### config.mk
export PLATFORM = sky130hd
export DESIGN_NAME = prio_arb_8
export DESIGN_NICKNAME = d
export VERILOG_FILES = /design/src/rtl/prio_arb_pkg.sv /design/src/rtl/rr_prio_pick.sv /design/src/rtl/prio_arb_8.sv
export SDC_FILE = /design/constraint.sdc
export NUM_CORES = 1
export LEC_CHECK = 0
export BUFFER_PORTS_ARGS = -buffer_cell sky130_fd_sc_hd__buf_4
export CORE_AREA = 3 3 66 68
export CTS_CLUSTER_DIAMETER = 60
export DETAILED_ROUTE_END_ITERATION = 10
export DIE_AREA = 0 0 69 71
export PLACE_DENSITY_LB_ADDON = 0.08
export SYNTH_ARGS = -nofsm -noshare
export SYNTH_HDL_FRONTEND = slang
export SYNTH_HIERARCHICAL = 1
export SYNTH_SLANG_ARGS = --single-unit
### constraint.sdc
create_clock -name clk -period 4.6 [get_ports clk]
set_input_delay 0.46 -clock clk [delete_from_list [all_inputs] [get_ports clk]]
set_output_delay 0.46 -clock clk [all_outputs]
set_load 0.1 [all_outputs]
### src/rtl/prio_arb_pkg.sv
// Shared constants, FSM state encoding and the index-to-one-hot helper
// for the eight-requester priority arbiter.
package prio_arb_pkg;

    localparam int N_REQ = 8;
    localparam int IDX_W = 3;

    typedef enum logic [0:0] {
        IDLE  = 1'b0,
        GRANT = 1'b1
    } arb_state_e;

    function automatic logic [N_REQ-1:0] idx_to_onehot(input logic [IDX_W-1:0] idx);
        logic [N_REQ-1:0] oh;
        oh = {{(N_REQ-1){1'b0}}, 1'b1} << idx;
        return oh;
    endfunction

endpackage

### src/rtl/rr_prio_pick.sv
// Combinational winner picker: rotates the request vector so the pointer slot
// is on top, takes the highest set bit, then maps it back to a requester index.
module rr_prio_pick
    import prio_arb_pkg::*;
(
    input  logic [N_REQ-1:0] req,
    input  logic [IDX_W-1:0] ptr,
    input  logic             mode,
    output logic [IDX_W-1:0] win_idx,
    output logic             win_vld
);

    logic [IDX_W-1:0] top_s;
    logic [N_REQ-1:0] rot_s;
    logic [IDX_W-1:0] enc_s;

    // Fixed priority is round-robin with the pointer pinned at the top index.
    always_comb begin
        top_s = mode ? ptr : IDX_W'(N_REQ - 1);
        rot_s = '0;
        for (int i = 0; i < N_REQ; i++) begin
            rot_s[i] = req[IDX_W'(i + int'(top_s) + 1)];
        end
        enc_s = '0;
        for (int i = 0; i < N_REQ; i++) begin
            enc_s = rot_s[i] ? IDX_W'(i) : enc_s;
        end
        win_idx = enc_s + top_s + IDX_W'(1);
        win_vld = |req;
    end

endmodule

### src/rtl/prio_arb_8.sv
// Eight-requester arbiter, fixed or round-robin priority, with grant hold,
// release, dropped-request exit and optional hold-limit revoke.
module prio_arb_8
    import prio_arb_pkg::*;
#(
    parameter int MAX_HOLD = 16,
    parameter int CNT_W    = 5
) (
    input  logic             clk,
    input  logic             rst,
    input  logic [N_REQ-1:0] req,
    input  logic             mode,
    input  logic             rel,
    output logic [N_REQ-1:0] gnt,
    output logic [IDX_W-1:0] gnt_idx,
    output logic             gnt_vld,
    output logic             timeout
);

    localparam logic             HOLD_EN   = (MAX_HOLD != 0);
    localparam logic [CNT_W-1:0] HOLD_LAST = HOLD_EN ? CNT_W'(MAX_HOLD - 1) : '0;

    arb_state_e       state_r;
    logic [CNT_W-1:0] hold_cnt_r;
    logic [IDX_W-1:0] rr_ptr_r;
    logic [IDX_W-1:0] win_idx_s;
    logic             win_vld_s;
    logic             drop_s;
    logic             limit_s;
    logic             exit_s;

    rr_prio_pick u_pick (
        .req     (req),
        .ptr     (rr_ptr_r),
        .mode    (mode),
        .win_idx (win_idx_s),
        .win_vld (win_vld_s)
    );

    // Grant exit causes; release and dropped request outrank the hold limit.
    always_comb begin
        drop_s  = ~req[gnt_idx];
        limit_s = HOLD_EN && (hold_cnt_r == HOLD_LAST);
        exit_s  = rel | drop_s | limit_s;
    end

    // Arbitration FSM with registered grant outputs and round-robin pointer.
    always_ff @(posedge clk or posedge rst) begin
        if (rst) begin
            state_r    <= IDLE;
            hold_cnt_r <= '0;
            rr_ptr_r   <= IDX_W'(N_REQ - 1);
            gnt        <= '0;
            gnt_idx    <= '0;
            gnt_vld    <= 1'b0;
            timeout    <= 1'b0;
        end else begin
            case (state_r)
                IDLE: begin
                    timeout    <= 1'b0;
                    hold_cnt_r <= '0;
                    if (win_vld_s) begin
                        gnt      <= idx_to_onehot(win_idx_s);
                        gnt_idx  <= win_idx_s;
                        gnt_vld  <= 1'b1;
                        rr_ptr_r <= win_idx_s - IDX_W'(1);
                        state_r  <= GRANT;
                    end else begin
                        gnt     <= '0;
                        gnt_idx <= '0;
                        gnt_vld <= 1'b0;
                        state_r <= IDLE;
                    end
                end
                GRANT: begin
                    if (exit_s) begin
                        gnt        <= '0;
                        gnt_idx    <= '0;
                        gnt_vld    <= 1'b0;
                        timeout    <= ~(rel | drop_s);
                        hold_cnt_r <= '0;
                        state_r    <= IDLE;
                    end else begin
                        hold_cnt_r <= hold_cnt_r + CNT_W'(1);
                        timeout    <= 1'b0;
                        state_r    <= GRANT;
                    end
                end
                default: begin
                    gnt        <= '0;
                    gnt_idx    <= '0;
                    gnt_vld    <= 1'b0;
                    timeout    <= 1'b0;
                    hold_cnt_r <= '0;
                    state_r    <= IDLE;
                end
            endcase
        end
    end

endmodule

==> qor.yml, run 1 <==
setup_path:
  reg2reg_slack_ns: 0.51
  ff2ff_path_depth: 15
  cp-start-kind: "register"
  r2r_end: "gnt[4]"
  endpoint_kind: "register"
  worst-setup-path-type: "reg2reg"
  cp.required_ns: 4.79
  cp.arrival_ns: 4.28
  worstPathMaxFanout: 7
  r2r-start: "rr_ptr_r[1]"
timing:
  fin_worst_skew_ns: 0.003005
  finalHoldViolCount: 0
  worst_pin_slew_ns: 0.8156
  setup_viol: 0
  timing.final.crit_share: 0.8895
  min_period_ns: 4.092
  fmax_mhz: 244.4
  rsz0062_at_grt: "false"
  fin_setup_tns_ns: 0
  slew_headroom: 0.4557
  drv_slew: 0
clock_tree:
  cts_buffers: 3
  clk_pin_slew_ns: 0.08
  post_cts_buffers: 0
  htree_levels: 1
  hold_buffers: 0
  post_cts_resize_count: 0
  clock_path_buffers: 2
  clock-sinks: 22
  cts-root-buf: "clkbuf_8"
  tritoncts: "built"
  clk-insertion-delay-late_ns: 0.26
grt:
  grt_start_max_net_pins: 23
  antenna_found_initial: 0
  grt_use_total: 0.1457
  grt_overflow: 0
  grt_pass1_vias: 1242
  grt_pass1_wl_mm: 5.913
floorplanning:
  coreArea_um2: 3914
  num_io_pins: 25
  die_h_um: 71
  start_util: 0.4105
  die_area_um2: 4899
  rows: 23
  die_w_um: 69
finish:
  diodes: 0
  drive_gt1_frac: 0.2485
  area_delta_synth_final_pct: 13.63
  nNetsFinal: 192
synth:
  synthMuxAreaShare: 0.1612
  synth_area_leaders: "dfrtp_1 (30%), ha_1 (7.8%), mux2i_1 (7.5%)"
  syn-cell-area_um2: 1607
  synth-compound-area-share: 0.1519
  syn_inst: 148
  synthXorXnorAreaFrac: 0.03271
  synth_edf_count: 0
  ys_seq_elements: 22
  synth_top_area_share: 0.2960
  yosysMostFrequentCell: "dfrtp_1"
  synthFlopType: "dfrtp_1"
  synth_area_leader_cell: "dfrtp_1"
  yosysWarnings: 6
  syn_nets: 170
  synthArstFlopShare: 1.000
  synth_cell_type_count: 45
  synth_top_family_by_area: "simple AND/OR/NAND/NOR gates"
  seq_area_frac_synth: 0.3450
  yosys.area_share.simple: 0.1674
  synth-adder-area-share: 0.07788
  avgSynthCellArea_um2: 10.86
  yosys-top-cells-count: "dfrtp_1 (19), mux2i_1 (12), a22o_1 (10), ha_1 (10)"
placed_design:
  dp_hpwl_mm: 2.550
  portBuffers: 24
  gp_congestion: 0.8234
drt:
  drc: 0
  ant_nets: 0
  firstDrtPassIters: 4
  drt_iter0_markers: 53
  wl_per_cell_um: 15.77
  vias: 1213
  via_per_inst: 5.539
  routed_wirelength_mm: 3.454
run_status:
  status: "finished, final reports clean"
min_path:
  min_path_type: "in2async"
job:
  cap_violations: 0
## cell type report
type,instances,area [um2]
tap,50,62.56
timing repair buffer,24,180.2
clock buffer,4,45.04
fill,398,2088
sequential,22,554.3
multi-input combinational,110,949.7
inverter,9,33.78
## state kept, by name, summed over array words and instances, names as in the netlist
name	count
rr_ptr_r	3
gnt_vld	1
state_r	1
gnt_idx	3
gnt	8
timeout	1
hold_cnt_r	5
## layout by cell type, fill, tap and decap left out, drive strengths merged, types with 5 or more instances in the layout
cell type and instances:
ha 10, dfrtp 19, o21ai 5, mux2i 13, nand2 9, inv 9, xnor2 5, buf 24
a22o 10, mux4 5
## worst max-delay path, stage by stage, from the launching register on
cell and delay, ns:
dfstp_2 0.39, and2b_1 0.41, inv_1 0.19, ha_1 0.24
xnor2_1 0.21, mux4_2 0.54, a21boi_0 0.20, o21a_1 0.13
ha_1 0.13, inv_1 0.04, ha_1 0.19, or4_1 0.52
o311ai_1 0.12, xnor2_1 0.23, and2_1 0.31, a22o_1 0.18
## per-stage QoR
step	util	hold slack (ns)	std cells	instance area, um2	setup slack, ns
floorplan	-	0.4470	148	1607	0.8737
global placement	0.4549	0.4650	215	1780	0.4711
detailed placement	0.4549	0.4795	215	1780	0.3865
CTS	0.4664	0.3945	219	1826	0.5002
global route	0.4664	0.4159	219	1826	0.2036
finish	0.4664	0.3606	219	1826	0.5082
## layer usage
layer / share of wire / wire, um / track usage / vias to the layer above
met2: 0.48 / 1652 / 0.2479 / 31
met5: 0 / 0 / 0 / -
met1: 0.47 / 1636 / 0.1919 / 588
met4: 0.0078 / 27 / 0.04555 / 0
met3: 0.040 / 137 / 0.02131 / 4
li1: - / - / - / 590
## how the worst max path moves through the flow
stage / from / end / cells after the start / slack [ns]
after detailed placement: mode / gnt[3] / 16 / 0.39
after CTS: rr_ptr_r[1] / gnt[4] / 15 / 0.50
final: rr_ptr_r[1] / gnt[4] / 15 / 0.51
after global routing: rr_ptr_r[1] / gnt[4] / 15 / 0.20
after global placement: mode / gnt[2] / 16 / 0.47
after floorplan: rr_ptr_r[1] / gnt[0] / 16 / 0.87
## cells by family (layout without fill, tap and decap cells)
kind of cell             count (synthesis)  after routing
AO/OA/AOI/OAI                           31             31
buffers and inverters                   16             37
XOR/XNOR                                 6              6
adder cells (fa/ha/maj)                 10             10
AND/OR/NAND/NOR                         45             45
multiplexers                            18             18
flip-flops                              22             22
Power of run 1 is not shown: default switching activity piles up to over one toggle a cycle in this logic, so the estimate is an artifact.
==> run 2: changes to the inputs <==
--- a/config.mk
+++ b/config.mk
@@ -10,6 +10,7 @@
 export CTS_CLUSTER_DIAMETER = 60
 export DETAILED_ROUTE_END_ITERATION = 10
 export DIE_AREA = 0 0 69 71
+export HOLD_SLACK_MARGIN = 0.03
 export PLACE_DENSITY_LB_ADDON = 0.08
 export SYNTH_ARGS = -nofsm -noshare
 export SYNTH_HDL_FRONTEND = slang
==> constraint.sdc (replaced) <==
create_clock -name clk -period 4.15 [get_ports clk]
set_input_delay 0.415 -clock clk [delete_from_list [all_inputs] [get_ports clk]]
set_output_delay 0.415 -clock clk [all_outputs]
set_load 0.1 [all_outputs]
==> qor.yml, run 2 (synthesis results as in run 1) <==
drt:
  wl_per_cell_um: 15.88  # +0.71%
  met3_length_um: 105  # -23%
  routed_wirelength_mm: 3.542  # +2.5%
  vias: 1215  # +0.16%
  drc: 0  # unchanged
  top_layer: "met4"
  ant_nets: 0  # unchanged
  drt-met1-wl_mm: 1.564  # -4.4%
  via_per_inst: 5.448  # -1.6%
  firstDrtPassIters: 4  # unchanged
  drt_iter0_markers: 73  # +38%
  dr_wl_met2_mm: 1.813  # +9.7%
clock_tree:
  hold_buffers: 0  # unchanged
  clk-insertion-delay-late_ns: 0.26  # about the same
  clock_path_buffers: 2  # unchanged
  clock-sinks: 22  # unchanged
  tritoncts: "built"
  cts-root-buf: "clkbuf_8"
  cts_buffers: 3  # unchanged
  htree_levels: 1  # unchanged
  clk_pin_slew_ns: 0.08  # about the same
setup_path:
  crit_chain: "and2b_1 > inv_1 > ha_1 > xnor2_1 > mux4_2 > a21boi_0 > o21a_1 > ha_1 > inv_1 > ha_1 > or4_1 > o311ai_1 > xnor2_1 > and2_2 > a31o_2"
  critical_path.max_stage_delay_ns: 0.57  # +0.03 ns
  worstPathMaxFanout: 6  # -1
  worst-setup-path-type: "reg2reg"
  cp-start-kind: "register"
  cp_common_cell: "ha_1"
  slowest_stage: "dfstp_2"
  cp_top_family: "simple AND/OR/NAND/NOR gates"
  cp_num_buf_inv: 2  # unchanged
  endpoint_kind: "register"
  cp.required_ns: 4.30  # -0.49 ns
  cp.arrival_ns: 4.03  # -0.25 ns
placed_design:
  portBuffers: 24  # unchanged
  dp.cells: 216  # +0.47%
  dp_hpwl_mm: 2.718  # +6.6%
  dp_slack_ns: 0.2442  # -0.1423 ns
  gp_congestion: 0.7938  # -3.6%
grt:
  grt_pass1_wl_mm: 6.279  # +6.2%
  grt_pass1_vias: 1304  # +5.0%
  grt_overflow: 0  # unchanged
  grt_use_total: 0.1551  # +0.009422
  antenna_found_initial: 0  # unchanged
  grt_start_max_net_pins: 23  # unchanged
finish:
  area_delta_synth_final_pct: 17.60
  drive_gt1_frac: 0.2890  # +0.04050
  largest_reg_flops: 8  # unchanged
  largest_registers: "gnt (8), hold_cnt_r (5)"
  regMostFlops: "gnt"
  final_common_cell: "buf_4"
  nNetsFinal: 196  # +2.1%
  finalNonFillerCells: 223  # +1.8%
  diodes: 0  # unchanged
  fillCellCount: 395  # -0.75%
  final_cell_mix: "buf_4 (28), dfrtp_1 (19), mux2i_1 (11), a22o_1 (10), ha_1 (10)"
run_status:
  status: "finished, final reports clean"
floorplanning:
  rows: 23  # unchanged
  die_area_um2: 4899  # unchanged
  die_w_um: 69  # unchanged
  num_io_pins: 25  # unchanged
  coreArea_um2: 3914  # unchanged
  start_util: 0.4105  # unchanged
  die_h_um: 71  # unchanged
timing:
  slew_headroom: 0.4391  # -0.01660
  finalHoldViolCount: 0  # unchanged
  min_period_ns: 3.871  # -0.2213 ns
  fin_worst_skew_ns: 0.003927  # +0.0009214 ns
  fmax_mhz: 258.4  # +5.7%
  fin_ws_ns: 0.2794  # -0.2287 ns
  drv_slew: 0  # unchanged
  worst_pin_slew_ns: 0.8405  # +0.02488 ns
  setup_viol: 0  # unchanged
  timing.final.crit_share: 0.9327  # +0.04313
  fin_setup_tns_ns: 0  # unchanged
  rsz0062_at_grt: "false"
min_path:
  min_path_type: "in2async"
job:
  cap_violations: 0  # unchanged
-- run 2: changes by cell type in the layout (fill, tap and decap cells not counted), sizes merged --
cell    previous run  this run
clkbuf             4         3
buf               24        28
bufinv             0         1
-- run 2: cell type report --
class	count	area, um2	share of cell area
sequential	22	554.3	0.2934
clock buffer	3	41.29	0.02185
multi-input combinational	110	957.2	0.5066
clock inverter	1	30.03	0.01589
inverter	9	33.78	0.01788
tap	50	62.56	0.03311
timing repair buffer	28	210.2	0.1113
-- run 2: per-stage QoR --
step / utilization / cell area [um2] / hold WS, ns
after CTS: 0.4751 / 1859 / 0.3510
after global routing: 0.4827 / 1889 / 0.3709
final: 0.4827 / 1889 / 0.3228
after floorplan: - / 1607 / 0.4020
after global placement: 0.4568 / 1788 / 0.4651
after detailed placement: 0.4568 / 1788 / 0.4700
-- run 2: routing by layer --
layer  GRT usage  up-vias
met5           0        -
met4     0.05640        0
met3     0.02415        6
met2      0.2722       23
met1      0.1932      591
li1            -      595
-- run 2: final timing paths --
kind                              from          end  slack [ns]  depth (start not counted)
max reg2reg                rr_ptr_r[1]   gnt_idx[2]        0.28                         15
max                        rr_ptr_r[1]   gnt_idx[2]        0.28                         15
min reg2reg                rr_ptr_r[2]  rr_ptr_r[2]        0.48                          2
max in group asynchronous          rst       gnt[6]        3.31                          2
min                                rst      gnt_vld        0.32                          2
min in group clk                   rel      timeout        0.41                          3
-- run 2: repair_timing --
item | CTS | global route
gates resized for setup | 0 | 3
buffers inserted | 0 | 3
setup endpoints to repair | 0 | 9
Power of run 2 is left out for the same reason.
==> run 3: changes to the inputs <==
--- a/config.mk
+++ b/config.mk
@@ -12,6 +12,7 @@
 export DIE_AREA = 0 0 69 71
 export HOLD_SLACK_MARGIN = 0.03
 export PLACE_DENSITY_LB_ADDON = 0.08
+export RECOVER_POWER = 100
 export SYNTH_ARGS = -nofsm -noshare
 export SYNTH_HDL_FRONTEND = slang
 export SYNTH_HIERARCHICAL = 1
==> qor.yml, run 3 (synthesis results as in run 1) <==
finish:
  final_cell_mix: "dfrtp_1 (19), buf_4 (14), clkbuf_1 (13), mux2i_1 (11)"
  fin_area_um2: 1837  # -2.8%
  diodes: 0  # unchanged
  drive_gt1_frac: 0.2023  # -0.08671
  largest_reg_flops: 8  # unchanged
  regMostFlops: "gnt"
  largest_registers: "gnt (8), hold_cnt_r (5)"
  nNetsFinal: 196  # unchanged
  final_common_cell: "dfrtp_1"
  area_delta_synth_final_pct: 14.33
grt:
  antenna_found_initial: 0  # unchanged
  grt_use_total: 0.1551  # unchanged
  grt_start_max_net_pins: 23  # unchanged
  grt_pass1_wl_mm: 6.279  # unchanged
  grt_pass1_vias: 1304  # unchanged
  grt_overflow: 0  # unchanged
drt:
  ant_nets: 0  # unchanged
  wl_per_cell_um: 15.82  # -0.42%
  drt_iter0_markers: 71  # -2.7%
  vias: 1216  # +0.082%
  routed_wirelength_mm: 3.527  # -0.42%
  drc: 0  # unchanged
  firstDrtPassIters: 4  # unchanged
  via_per_inst: 5.453  # about the same
timing:
  drv_slew: 0  # unchanged
  worst_pin_slew_ns: 1.182  # +0.3412 ns
  rsz0062_at_grt: "false"
  fin_worst_skew_ns: 0.004352  # +0.0004251 ns
  finalHoldViolCount: 0  # unchanged
  setup_viol: 0  # unchanged
  min_period_ns: 3.893  # +0.02235 ns
  fin_ws_ns: 0.2571  # -0.02235 ns
  fmax_mhz: 256.9  # -0.57%
  slew_headroom: 0.2156  # -0.2235
  holdWs_ns: 0.3206  # -0.002212 ns
  fin_setup_tns_ns: 0  # unchanged
  timing.final.crit_share: 0.9381  # +0.005386
clock_tree:
  htree_levels: 1  # unchanged
  tritoncts: "built"
  clk-insertion-delay-late_ns: 0.26  # about the same
  clk_pin_slew_ns: 0.08  # about the same
  cts-root-buf: "clkbuf_8"
  hold_buffers: 0  # unchanged
  clock_path_buffers: 2  # unchanged
  clock-sinks: 22  # unchanged
  cts_buffers: 3  # unchanged
setup_path:
  worstPathMaxFanout: 10  # +4
  worst-setup-path-type: "reg2reg"
  cp.required_ns: 4.30  # about the same
  endpoint_kind: "register"
  cp-start-kind: "register"
  cp.arrival_ns: 4.04  # about the same
floorplanning:
  num_io_pins: 25  # unchanged
  die_h_um: 71  # unchanged
  rows: 23  # unchanged
  die_area_um2: 4899  # unchanged
  start_util: 0.4105  # unchanged
  die_w_um: 69  # unchanged
  coreArea_um2: 3914  # unchanged
placed_design:
  placed_cell_area_um2: 1788  # unchanged
  gp_congestion: 0.7938  # unchanged
  portBuffers: 24  # unchanged
  dp_hpwl_mm: 2.718  # unchanged
  dp_slack_ns: 0.2442  # unchanged
min_path:
  min_path_type: "in2async"
job:
  cap_violations: 0  # unchanged
run_status:
  status: "finished, final reports clean"
-- run 3: metrics by stage --
step / cells / utilization
after floorplan: 148 / -
after global placement: 216 / 0.4568
after detailed placement: 216 / 0.4568
after CTS: 220 / 0.4751
after global routing: 223 / 0.4693
final: 223 / 0.4693
-- run 3: critical path: stages (launching register included) --
cell and delay [ns]:
dfstp_2 0.62, nand2b_4 0.22, mux4_1 0.63, mux2i_2 0.25, o31ai_1 0.11, a21boi_0 0.18, o21a_1 0.13, ha_1 0.13
inv_1 0.04, ha_1 0.19, or4_1 0.52, o311ai_1 0.12, xnor2_1 0.23, nor2_1 0.16, a22o_1 0.26
-- run 3: worst paths after layout --
check / startpoint / end / slack [ns] / cells after the start
hold / removal: rst / gnt_vld / 0.32 / 2
min in group clk: rel / timeout / 0.41 / 3
max in group asynchronous: rst / gnt[6] / 3.31 / 2
setup reg to reg: rr_ptr_r[0] / gnt[2] / 0.26 / 14
hold reg to reg: gnt_vld / gnt_vld / 0.48 / 1
setup / recovery: rr_ptr_r[0] / gnt[2] / 0.26 / 14
-- run 3: layout make-up --
type / count / area (um2)
Fill cell: 406 / 2077
Multi-Input combinational cell: 110 / 953.4
Sequential cell: 22 / 554.3
Timing Repair Buffer: 28 / 161.4
Tap cell: 50 / 62.56
Clock buffer: 3 / 41.29
Inverter: 9 / 33.78
Clock inverter: 1 / 30.03
-- run 3: repair_timing --
item                       4_1_cts  5_1_grt
resized for setup                0        3
buffers inserted                 0        3
setup endpoints to repair        0        9
-- run 3: layer usage --
metal	routed length (um)	GRT usage	part of all wire	vias to the layer above
li1	-	-	-	593
met1	1538	0.1932	0.44	594
met2	1825	0.2722	0.52	23
met3	103	0.02415	0.029	6
met4	59	0.05640	0.017	0
met5	0	0	0	-
Power of run 3 is left out for the same reason.
